File: src/rtl/uart_pkg.sv
// Shared types and default framing constants for the UART command parser.
package uart_pkg;

    typedef enum logic [1:0] {
        ST_HUNT,
        ST_LEN,
        ST_DATA,
        ST_CSUM
    } state_t;

    localparam logic [7:0] DEFAULT_SYNC_BYTE = 8'hA5;
    localparam int         DEFAULT_MAX_LEN   = 16;

endpackage

File: src/rtl/uart_cmd_timer.sv
// Inter-byte timeout counter: counts enabled cycles, saturates at LIMIT and flags expiry.
// Latency: expired is combinational from the count register; clr wins over en.
// Backpressure: none; the parent decides when counting is meaningful through en.
module uart_cmd_timer #(
    parameter int LIMIT = 24000
) (
    input  logic clk,
    input  logic rst_n,
    input  logic clr,
    input  logic en,
    output logic expired
);

    localparam int CW = $clog2(LIMIT + 1);

    logic [CW-1:0] cnt;

    assign expired = (cnt == CW'(LIMIT));

    always_ff @(posedge clk or negedge rst_n) begin
        if (!rst_n) begin
            cnt <= '0;
        end else if (clr) begin
            cnt <= '0;
        end else if (en && !expired) begin
            cnt <= cnt + 1'b1;
        end
    end

endmodule

File: src/rtl/uart_cmd_parser.sv
// Parses SYNC,LEN,payload,CSUM frames from an RX FIFO and streams the payload out.
// Latency: each byte takes a fetch and a sample cycle; outputs are registered.
// Backpressure: FIFO reads stall while m_valid_o is held; optional timeout via UART_CMD_TIMEOUT_EN.
module uart_cmd_parser
    import uart_pkg::*;
#(
    parameter int                    DATA_WIDTH     = 8,
    parameter logic [DATA_WIDTH-1:0] SYNC_BYTE      = DATA_WIDTH'(DEFAULT_SYNC_BYTE),
    parameter int                    MAX_LEN        = DEFAULT_MAX_LEN,
    parameter int                    TIMEOUT_CYCLES = 24000
) (
    input  logic                  clk,
    input  logic                  rst_n,
    input  logic                  fifo_empty_i,
    input  logic [DATA_WIDTH-1:0] fifo_dout_i,
    output logic                  read_en_o,
    output logic [DATA_WIDTH-1:0] m_data_o,
    output logic                  m_valid_o,
    output logic                  m_last_o,
    input  logic                  m_ready_i,
    output logic                  frame_ok_o,
    output logic                  frame_err_o,
    output logic                  busy_o
);

    state_t                state, state_nxt;
    logic [DATA_WIDTH-1:0] cnt, cnt_nxt;
    logic [DATA_WIDTH-1:0] csum, csum_nxt;
    logic                  smp;
    logic                  rd_nxt;
    logic [DATA_WIDTH-1:0] data_nxt;
    logic                  valid_nxt, last_nxt;
    logic                  ok_nxt, err_nxt;
    logic                  tmo_expired;

`ifdef UART_CMD_TIMEOUT_EN
    // Only idle-input time counts; a held payload byte is downstream's stall, not ours.
    uart_cmd_timer #(
        .LIMIT (TIMEOUT_CYCLES)
    ) u_timer (
        .clk     (clk),
        .rst_n   (rst_n),
        .clr     (smp || (state == ST_HUNT)),
        .en      (fifo_empty_i && !m_valid_o),
        .expired (tmo_expired)
    );
`else
    logic unused_timeout_cycles;
    assign unused_timeout_cycles = ^TIMEOUT_CYCLES;
    assign tmo_expired           = 1'b0;
`endif

    assign busy_o = (state != ST_HUNT);

    always_comb begin
        state_nxt = state;
        cnt_nxt   = cnt;
        csum_nxt  = csum;
        data_nxt  = m_data_o;
        valid_nxt = m_valid_o;
        last_nxt  = m_last_o;
        ok_nxt    = 1'b0;
        err_nxt   = 1'b0;
        // One byte in flight at most; never fetch while a payload byte is pending.
        rd_nxt    = !fifo_empty_i && !read_en_o && !smp && !m_valid_o;

        if (m_valid_o && m_ready_i) begin
            valid_nxt = 1'b0;
            last_nxt  = 1'b0;
        end

        if (smp) begin
            unique case (state)
                ST_HUNT: begin
                    if (fifo_dout_i == SYNC_BYTE) begin
                        state_nxt = ST_LEN;
                    end
                end
                ST_LEN: begin
                    csum_nxt = fifo_dout_i;
                    cnt_nxt  = fifo_dout_i;
                    if (fifo_dout_i > DATA_WIDTH'(MAX_LEN)) begin
                        err_nxt   = 1'b1;
                        state_nxt = ST_HUNT;
                    end else if (fifo_dout_i == '0) begin
                        state_nxt = ST_CSUM;
                    end else begin
                        state_nxt = ST_DATA;
                    end
                end
                ST_DATA: begin
                    data_nxt  = fifo_dout_i;
                    valid_nxt = 1'b1;
                    csum_nxt  = csum ^ fifo_dout_i;
                    cnt_nxt   = cnt - 1'b1;
                    last_nxt  = (cnt == DATA_WIDTH'(1));
                    // The pending last byte already blocks the checksum fetch until it transfers.
                    if (cnt == DATA_WIDTH'(1)) begin
                        state_nxt = ST_CSUM;
                    end
                end
                ST_CSUM: begin
                    if (fifo_dout_i == csum) begin
                        ok_nxt = 1'b1;
                    end else begin
                        err_nxt = 1'b1;
                    end
                    state_nxt = ST_HUNT;
                end
                default: state_nxt = ST_HUNT;
            endcase
        end else if (tmo_expired && (state != ST_HUNT)) begin
            err_nxt   = 1'b1;
            state_nxt = ST_HUNT;
        end
    end

    always_ff @(posedge clk or negedge rst_n) begin
        if (!rst_n) begin
            state       <= ST_HUNT;
            cnt         <= '0;
            csum        <= '0;
            smp         <= 1'b0;
            read_en_o   <= 1'b0;
            m_data_o    <= '0;
            m_valid_o   <= 1'b0;
            m_last_o    <= 1'b0;
            frame_ok_o  <= 1'b0;
            frame_err_o <= 1'b0;
        end else begin
            state       <= state_nxt;
            cnt         <= cnt_nxt;
            csum        <= csum_nxt;
            smp         <= read_en_o;
            read_en_o   <= rd_nxt;
            m_data_o    <= data_nxt;
            m_valid_o   <= valid_nxt;
            m_last_o    <= last_nxt;
            frame_ok_o  <= ok_nxt;
            frame_err_o <= err_nxt;
        end
    end

endmodule
File: config.mk
export PLATFORM = sky130hd
export DESIGN_NAME = uart_cmd_parser
export DESIGN_NICKNAME = d
export VERILOG_FILES = /design/src/rtl/uart_pkg.sv /design/src/rtl/uart_cmd_timer.sv /design/src/rtl/uart_cmd_parser.sv
export SDC_FILE = /design/constraint.sdc
export NUM_CORES = 1
export LEC_CHECK = 0
export ABC_CLOCK_PERIOD_IN_PS = 4100
export BUFFER_PORTS_ARGS = -buffer_cell sky130_fd_sc_hd__buf_2
export CAP_MARGIN = 25
export CORE_AREA = 2 2 64 66
export CTS_BUF_LIST = sky130_fd_sc_hd__clkbuf_4 sky130_fd_sc_hd__clkbuf_8
export DETAILED_ROUTE_END_ITERATION = 10
export DIE_AREA = 0 0 66 68
export PLACE_DENSITY = 0.75
export SYNTH_ARGS = -nofsm -noshare
export SYNTH_HDL_FRONTEND = slang
export SYNTH_SLANG_ARGS = --single-unit
File: constraint.sdc
create_clock -name clk -period 4.1 [get_ports clk]
set_input_delay 0.41 -clock clk [delete_from_list [all_inputs] [get_ports clk]]
set_output_delay 0.41 -clock clk [all_outputs]
set_load 0.01 [all_outputs]
==> results of run 1 <==
cell families (layout without fill, tap and decap cells):
logic type | after synthesis | in the layout | share of synthesized area
AO/OA/AOI/OAI | 46 | 46 | 0.176
AND/OR/NAND/NOR | 51 | 51 | 0.147
adder cells (fa/ha/maj) | 6 | 6 | 0.0450
XOR/XNOR | 8 | 8 | 0.0420
buffers and inverters | 17 | 40 | 0.0383
flip-flops | 32 | 32 | 0.480
multiplexers | 11 | 11 | 0.0720
per-stage QoR:
| stage | hold WS, ns | std cells | total power, mW | util |
|---|---|---|---|---|
| 2_1_floorplan | 0.114 | 171 | 0.914 | - |
| 3_3_place_gp | 0.383 | 236 | 1.05 | 0.471 |
| 3_5_place_dp | 0.388 | 236 | 1.07 | 0.471 |
| 4_1_cts | 0.199 | 244 | 1.32 | 0.495 |
| 5_1_grt | 0.233 | 244 | 1.42 | 0.495 |
| 6_report | 0.171 | 244 | 1.31 | 0.495 |
routing by layer:
layer  vias up  GRT usage  part of all wire
li1        662          -                 -
met1       631      0.263              0.46
met2        46      0.275              0.46
met3         7     0.0461             0.070
met4         0     0.0791             0.017
met5         -          0                 0
critical path: cells and delay by family (launching register included):
family	cells	cell delay [ns]
compound gates	1	0.19
fa+ha+maj	1	0.46
buf+inv	2	0.47
flops	1	0.43
simple gates	1	0.53
layout by cell type (no fill, tap or decap), drive strengths merged, types with 2 or more instances in the layout:
| cell type | n |
|---|---|
| clkinv | 3 |
| nor4 | 2 |
| buf | 25 |
| clkbuf | 6 |
| nand2 | 14 |
| ha | 6 |
| a31oi | 2 |
| nand2b | 2 |
| nor2 | 16 |
| nand4 | 3 |
| xnor2 | 8 |
| inv | 6 |
| or4 | 3 |
| a311oi | 8 |
| nor3 | 3 |
| mux2i | 3 |
| dfrtp | 32 |
| nand3 | 3 |
| mux2 | 8 |
| o21ai | 10 |
| a21oi | 16 |
| o22ai | 3 |
layout make-up:
class | instances | area, um^2 | share of cell area
Multi-Input combinational cell | 122 | 803 | 0.420
Sequential cell | 32 | 801 | 0.419
Timing Repair Buffer | 25 | 125 | 0.0655
Clock buffer | 6 | 82.6 | 0.0432
Tap cell | 50 | 62.6 | 0.0327
Inverter | 7 | 26.3 | 0.0138
Clock inverter | 2 | 10.0 | 0.00524
sequential cells by signal (all words and copies together), names as in the netlist, named ones only:
name and flops:
m_data_o 8, state 1, frame_err_o 1, smp 1
cnt 8, m_last_o 1, csum 8, frame_ok_o 1
m_valid_o 1, read_en_o 1
power by group through the flow:
stage	Combinational [mW]	Sequential, mW	Clock, mW
after floorplan	0.341	0.572	0
after global placement	0.486	0.566	0
after detailed placement	0.498	0.571	0
after CTS	0.500	0.564	0.256
after global routing	0.565	0.588	0.271
final	0.497	0.566	0.250
worst max path at each step:
stage | start | to | slack [ns] | cells past startpoint
after floorplan | flip-flop | state[0] | 2.29 | 6
after detailed placement | state[0] | csum[0] | 1.88 | 5
final | state[0] | csum[0] | 1.87 | 5
after global placement | state[0] | csum[0] | 1.99 | 5
after global routing | state[0] | csum[0] | 1.64 | 5
after CTS | state[0] | csum[0] | 1.87 | 5
==> flow_summary.json, run 1 <==
{
  "r2r_end": "csum[0]",
  "ys_ff_latch": 32,
  "hold_violations": 0,
  "ios": 26,
  "p_switching_uw": 506,
  "syn_inst": 171,
  "drc": 0,
  "syn_area_per_cell_um2": 9.75,
  "die_w_um": 66,
  "synth-edff-count": 0,
  "hold_buffers": 0,
  "period_share": 0.543,
  "status": "finished clean",
  "place_area_um2": 1820,
  "endpoint_kind": "flip-flop",
  "final_area_um2": 1910,
  "synth_fp_nets": 189,
  "r2r_slack_ns": 1.87,
  "yosysTopAreaCell": "dfrtp_1",
  "relSlewSlack": 0.518,
  "ir_drop_mv": 0.357,
  "crit_type": "reg2reg",
  "clockRootBuffer": "clkbuf_8",
  "vias_per_cell": 5.52,
  "seq_power_share": 0.431,
  "arrival_ns": 2.36,
  "period_needed_ns": 2.23,
  "routedWlPerCell_um": 14.6,
  "required_ns": 4.24,
  "ys.flop_type": "dfrtp_1",
  "ctsResizeCount": 0,
  "place_ws_ns": 1.88,
  "drt-pass1-iter-count": 4,
  "tightest_slew_ns": 0.722,
  "crit_chain": "inv_1, ha_1, clkinv_1, nor2_1, a311oi_1",
  "ys_top_cells_by_area": "dfrtp_1, mux2_2, a21oi_1",
  "drv_cap": 0,
  "synth_top_area_frac": 0.480,
  "synth_cell_type_count": 34,
  "start_util": 0.433,
  "syn-cell-area_um2": 1670,
  "startpoint_type": "flip-flop",
  "synthArstFlopShare": 1.00,
  "post-synth-top-count-cell": "dfrtp_1",
  "nets": 211,
  "crit_slowest_cell": "nor2_1",
  "vias": 1346,
  "setup_viol": 0,
  "max_stage_delay_ns": 0.53,
  "cellLeakagePower_nw": 0.827,
  "cellPowerDensity_nw_per_um2": 688,
  "wirelength_um": 3570,
  "reg2reg_depth": 5,
  "grt_use_total": 0.187,
  "rows": 23,
  "hp-class": "in2async",
  "insertion_delay_ns": 0.29,
  "clk_pin_slew_ns": 0.07,
  "antenna_found_initial": 0,
  "n_antenna_cell": 0,
  "fin_setup_tns_ns": 0,
  "port_buffers": 25,
  "grt_max_degree": 33,
  "place_congestion": 0.804,
  "coreArea_um2": 3860,
  "cts-buffers-inserted": 5,
  "r2r-start": "state[0]",
  "fill_cells": 363,
  "grt.overflow.total": 0,
  "grt_setup_unrepaired": "false",
  "swShare": 0.385,
  "internal_power_uw": 808,
  "clockPowerShare": 0.191,
  "grt_pass1_wl_um": 6150,
  "first_global_vias": 1244,
  "yosys-top-cells-count": "dfrtp_1, a21oi_1, nor2_1",
  "clkSinkCount": 32,
  "p_comb_frac": 0.379,
  "fin_skew_ns": 0.00655,
  "slew_viol_final": 0,
  "dp_hpwl_um": 2510,
  "crit_fanout": 14,
  "area_growth_pct": 14.6,
  "max_freq_mhz": 449,
  "die_h_um": 68,
  "worst_slack_ns": 1.87,
  "ys_seq_area_frac": 0.480,
  "clk_path_buf_depth": 2,
  "htree_levels": 2,
  "drive_gt1_frac": 0.216,
  "drtIter0Drc": 74,
  "dieArea_um2": 4490,
  "cts_tree": "done",
  "synth_warnings": 0,
  "post_cts_buffers": 0,
  "drtAntennaViolNets": 0
}
Power figures use the tool's default switching activity.
==> inputs of run 2 (changes only) <==
--- a/config.mk
+++ b/config.mk
@@ -5,14 +5,14 @@
 export SDC_FILE = /design/constraint.sdc
 export NUM_CORES = 1
 export LEC_CHECK = 0
-export ABC_CLOCK_PERIOD_IN_PS = 4100
+export ABC_CLOCK_PERIOD_IN_PS = 2000
 export BUFFER_PORTS_ARGS = -buffer_cell sky130_fd_sc_hd__buf_2
 export CAP_MARGIN = 25
 export CORE_AREA = 2 2 64 66
 export CTS_BUF_LIST = sky130_fd_sc_hd__clkbuf_4 sky130_fd_sc_hd__clkbuf_8
 export DETAILED_ROUTE_END_ITERATION = 10
 export DIE_AREA = 0 0 66 68
-export PLACE_DENSITY = 0.75
+export PLACE_DENSITY = 0.77
 export SYNTH_ARGS = -nofsm -noshare
 export SYNTH_HDL_FRONTEND = slang
 export SYNTH_SLANG_ARGS = --single-unit
==> constraint.sdc (replaced) <==
create_clock -name clk -period 2 [get_ports clk]
set_input_delay 0.2 -clock clk [delete_from_list [all_inputs] [get_ports clk]]
set_output_delay 0.2 -clock clk [all_outputs]
set_load 0.01 [all_outputs]
==> run 2 against run 1 <==
Sequential share of layout area shrank 0.97 points; first-iteration DRC count shrank 41%; register-to-register slack lost 1.8 ns; setup slack lost 1.8 ns; non-clock buffer count grew 5; sequential power grew 110%.
==> flow_summary.json, run 2 (synthesized netlist as in run 1, its figures left out) <==
{
  "vias": 1380,
  "grt_use_total": 0.192,
  "final_common_cell": "dfrtp_1",
  "die_h_um": 68,
  "worst_slack_ns": 0.0867,
  "grt.overflow.total": 0,
  "hold_violations": 0,
  "fin_hold_ws_ns": 0.0626,
  "insertion_delay_ns": 0.28,
  "ir_drop_mv": 0.802,
  "start_util": 0.433,
  "wirelength_um": 3770,
  "crit_type": "reg2reg",
  "drc": 0,
  "cellLeakagePower_nw": 0.849,
  "vias_per_cell": 5.54,
  "top_regs": "cnt (8), csum (8), m_data_o (8)",
  "place_congestion": 0.883,
  "dieArea_um2": 4490,
  "grt_pass1_wl_um": 6350,
  "clk_path_buf_depth": 2,
  "routedWlPerCell_um": 15.2,
  "dp_hpwl_um": 2660,
  "slew_viol_final": 0,
  "drt-pass1-iter-count": 4,
  "status": "finished clean",
  "required_ns": 2.22,
  "r2r_end": "state[0]",
  "mostFrequentLayoutCells": "dfrtp_1, buf_2, a21oi_1, nor2_1, nand2_1",
  "fin_skew_ns": 0.00313,
  "reg2reg_depth": 6,
  "period_share": 0.957,
  "arrival_ns": 2.14,
  "drtIter0Drc": 44,
  "htree_levels": 2,
  "grt_setup_unrepaired": "true",
  "drive_gt1_frac": 0.246,
  "endpoint_kind": "flip-flop",
  "clockRootBuffer": "clkbuf_8",
  "endpoint": "state[0]",
  "antenna_found_initial": 0,
  "place_area_um2": 1850,
  "startpoint_type": "flip-flop",
  "grt_max_degree": 33,
  "cellPowerDensity_nw_per_um2": 1410,
  "drtAntennaViolNets": 0,
  "r2r_slack_ns": 0.09,
  "final_area_um2": 1960,
  "setup_viol": 0,
  "post_cts_buffers": 0,
  "die_w_um": 66,
  "cts_tree": "done",
  "tightest_slew_ns": 0.711,
  "rows": 23,
  "clk_pin_slew_ns": 0.06,
  "place_ws_ns": 0.0792,
  "period_needed_ns": 1.91,
  "hp-class": "in2reg",
  "clkSinkCount": 32,
  "coreArea_um2": 3860,
  "crit_fanout": 4,
  "ios": 26,
  "area_growth_pct": 17.3,
  "port_buffers": 25,
  "cts-buffers-inserted": 5,
  "n_antenna_cell": 0,
  "drv_cap": 0,
  "first_global_vias": 1289,
  "nets": 216,
  "max_freq_mhz": 523,
  "relSlewSlack": 0.526
}
-- run 2: worst min path at each step --
stage                            start        end  slack, ns  cells after the start
after global routing      fifo_empty_i  read_en_o       0.05                      2
after CTS                 fifo_empty_i  read_en_o       0.05                      2
final                     fifo_empty_i  read_en_o       0.06                      2
after detailed placement         rst_n     cnt[3]       0.29                      1
after global placement           rst_n     cnt[1]       0.29                      1
after floorplan                  rst_n  async pin       -0.1                      0
-- run 2: report_power, final --
| part | switching (mW) | internal (mW) | leakage (nW) | total [mW] |
|---|---|---|---|---|
| registers | 0.256 | 0.915 | 0.404 | 1.17 |
| logic | 0.566 | 0.506 | 0.394 | 1.07 |
| clock network | 0.232 | 0.274 | 0.0510 | 0.506 |
| total | 1.05 | 1.70 | 0.849 | 2.75 |
-- run 2: metrics by stage --
stage               TNS [ns]  power [mW]  utilization  std cells
finish                     0        2.75        0.507        249
floorplan                  0        1.87            -        171
global placement           0        2.20        0.479        240
detailed placement         0        2.24        0.479        240
CTS                        0        2.76        0.506        249
global route        -0.00168        2.99        0.507        249
-- run 2: final cells by class --
class                   count  area [um^2]
repair buffers             30          165
flip-flops and latches     32          801
clock inverters             2         10.0
fillers                   365         1900
clock buffers               6         82.6
well taps                  50         62.6
multi-input cells         122          808
inverters                   7         26.3
-- run 2: what timing repair did --
action,CTS,global route
hold buffers,1,0
hold endpoints to repair,32,0
endpoints found under the setup margin,0,2
resized for setup,0,3
-- run 2: layer usage --
metal	track usage	vias up	share of wire
met5	0	-	0
met4	0.0689	0	0.010
met2	0.295	38	0.47
met3	0.0592	5	0.056
li1	-	671	-
met1	0.259	666	0.47
-- run 2: critical path, cell delays in order (launching register included) --
cell and delay (ns):
dfrtp_1 0.42, inv_2 0.09, ha_2 0.18, or3b_2 0.43, or4_1 0.41, a31oi_1 0.16
o2bb2a_1 0.17
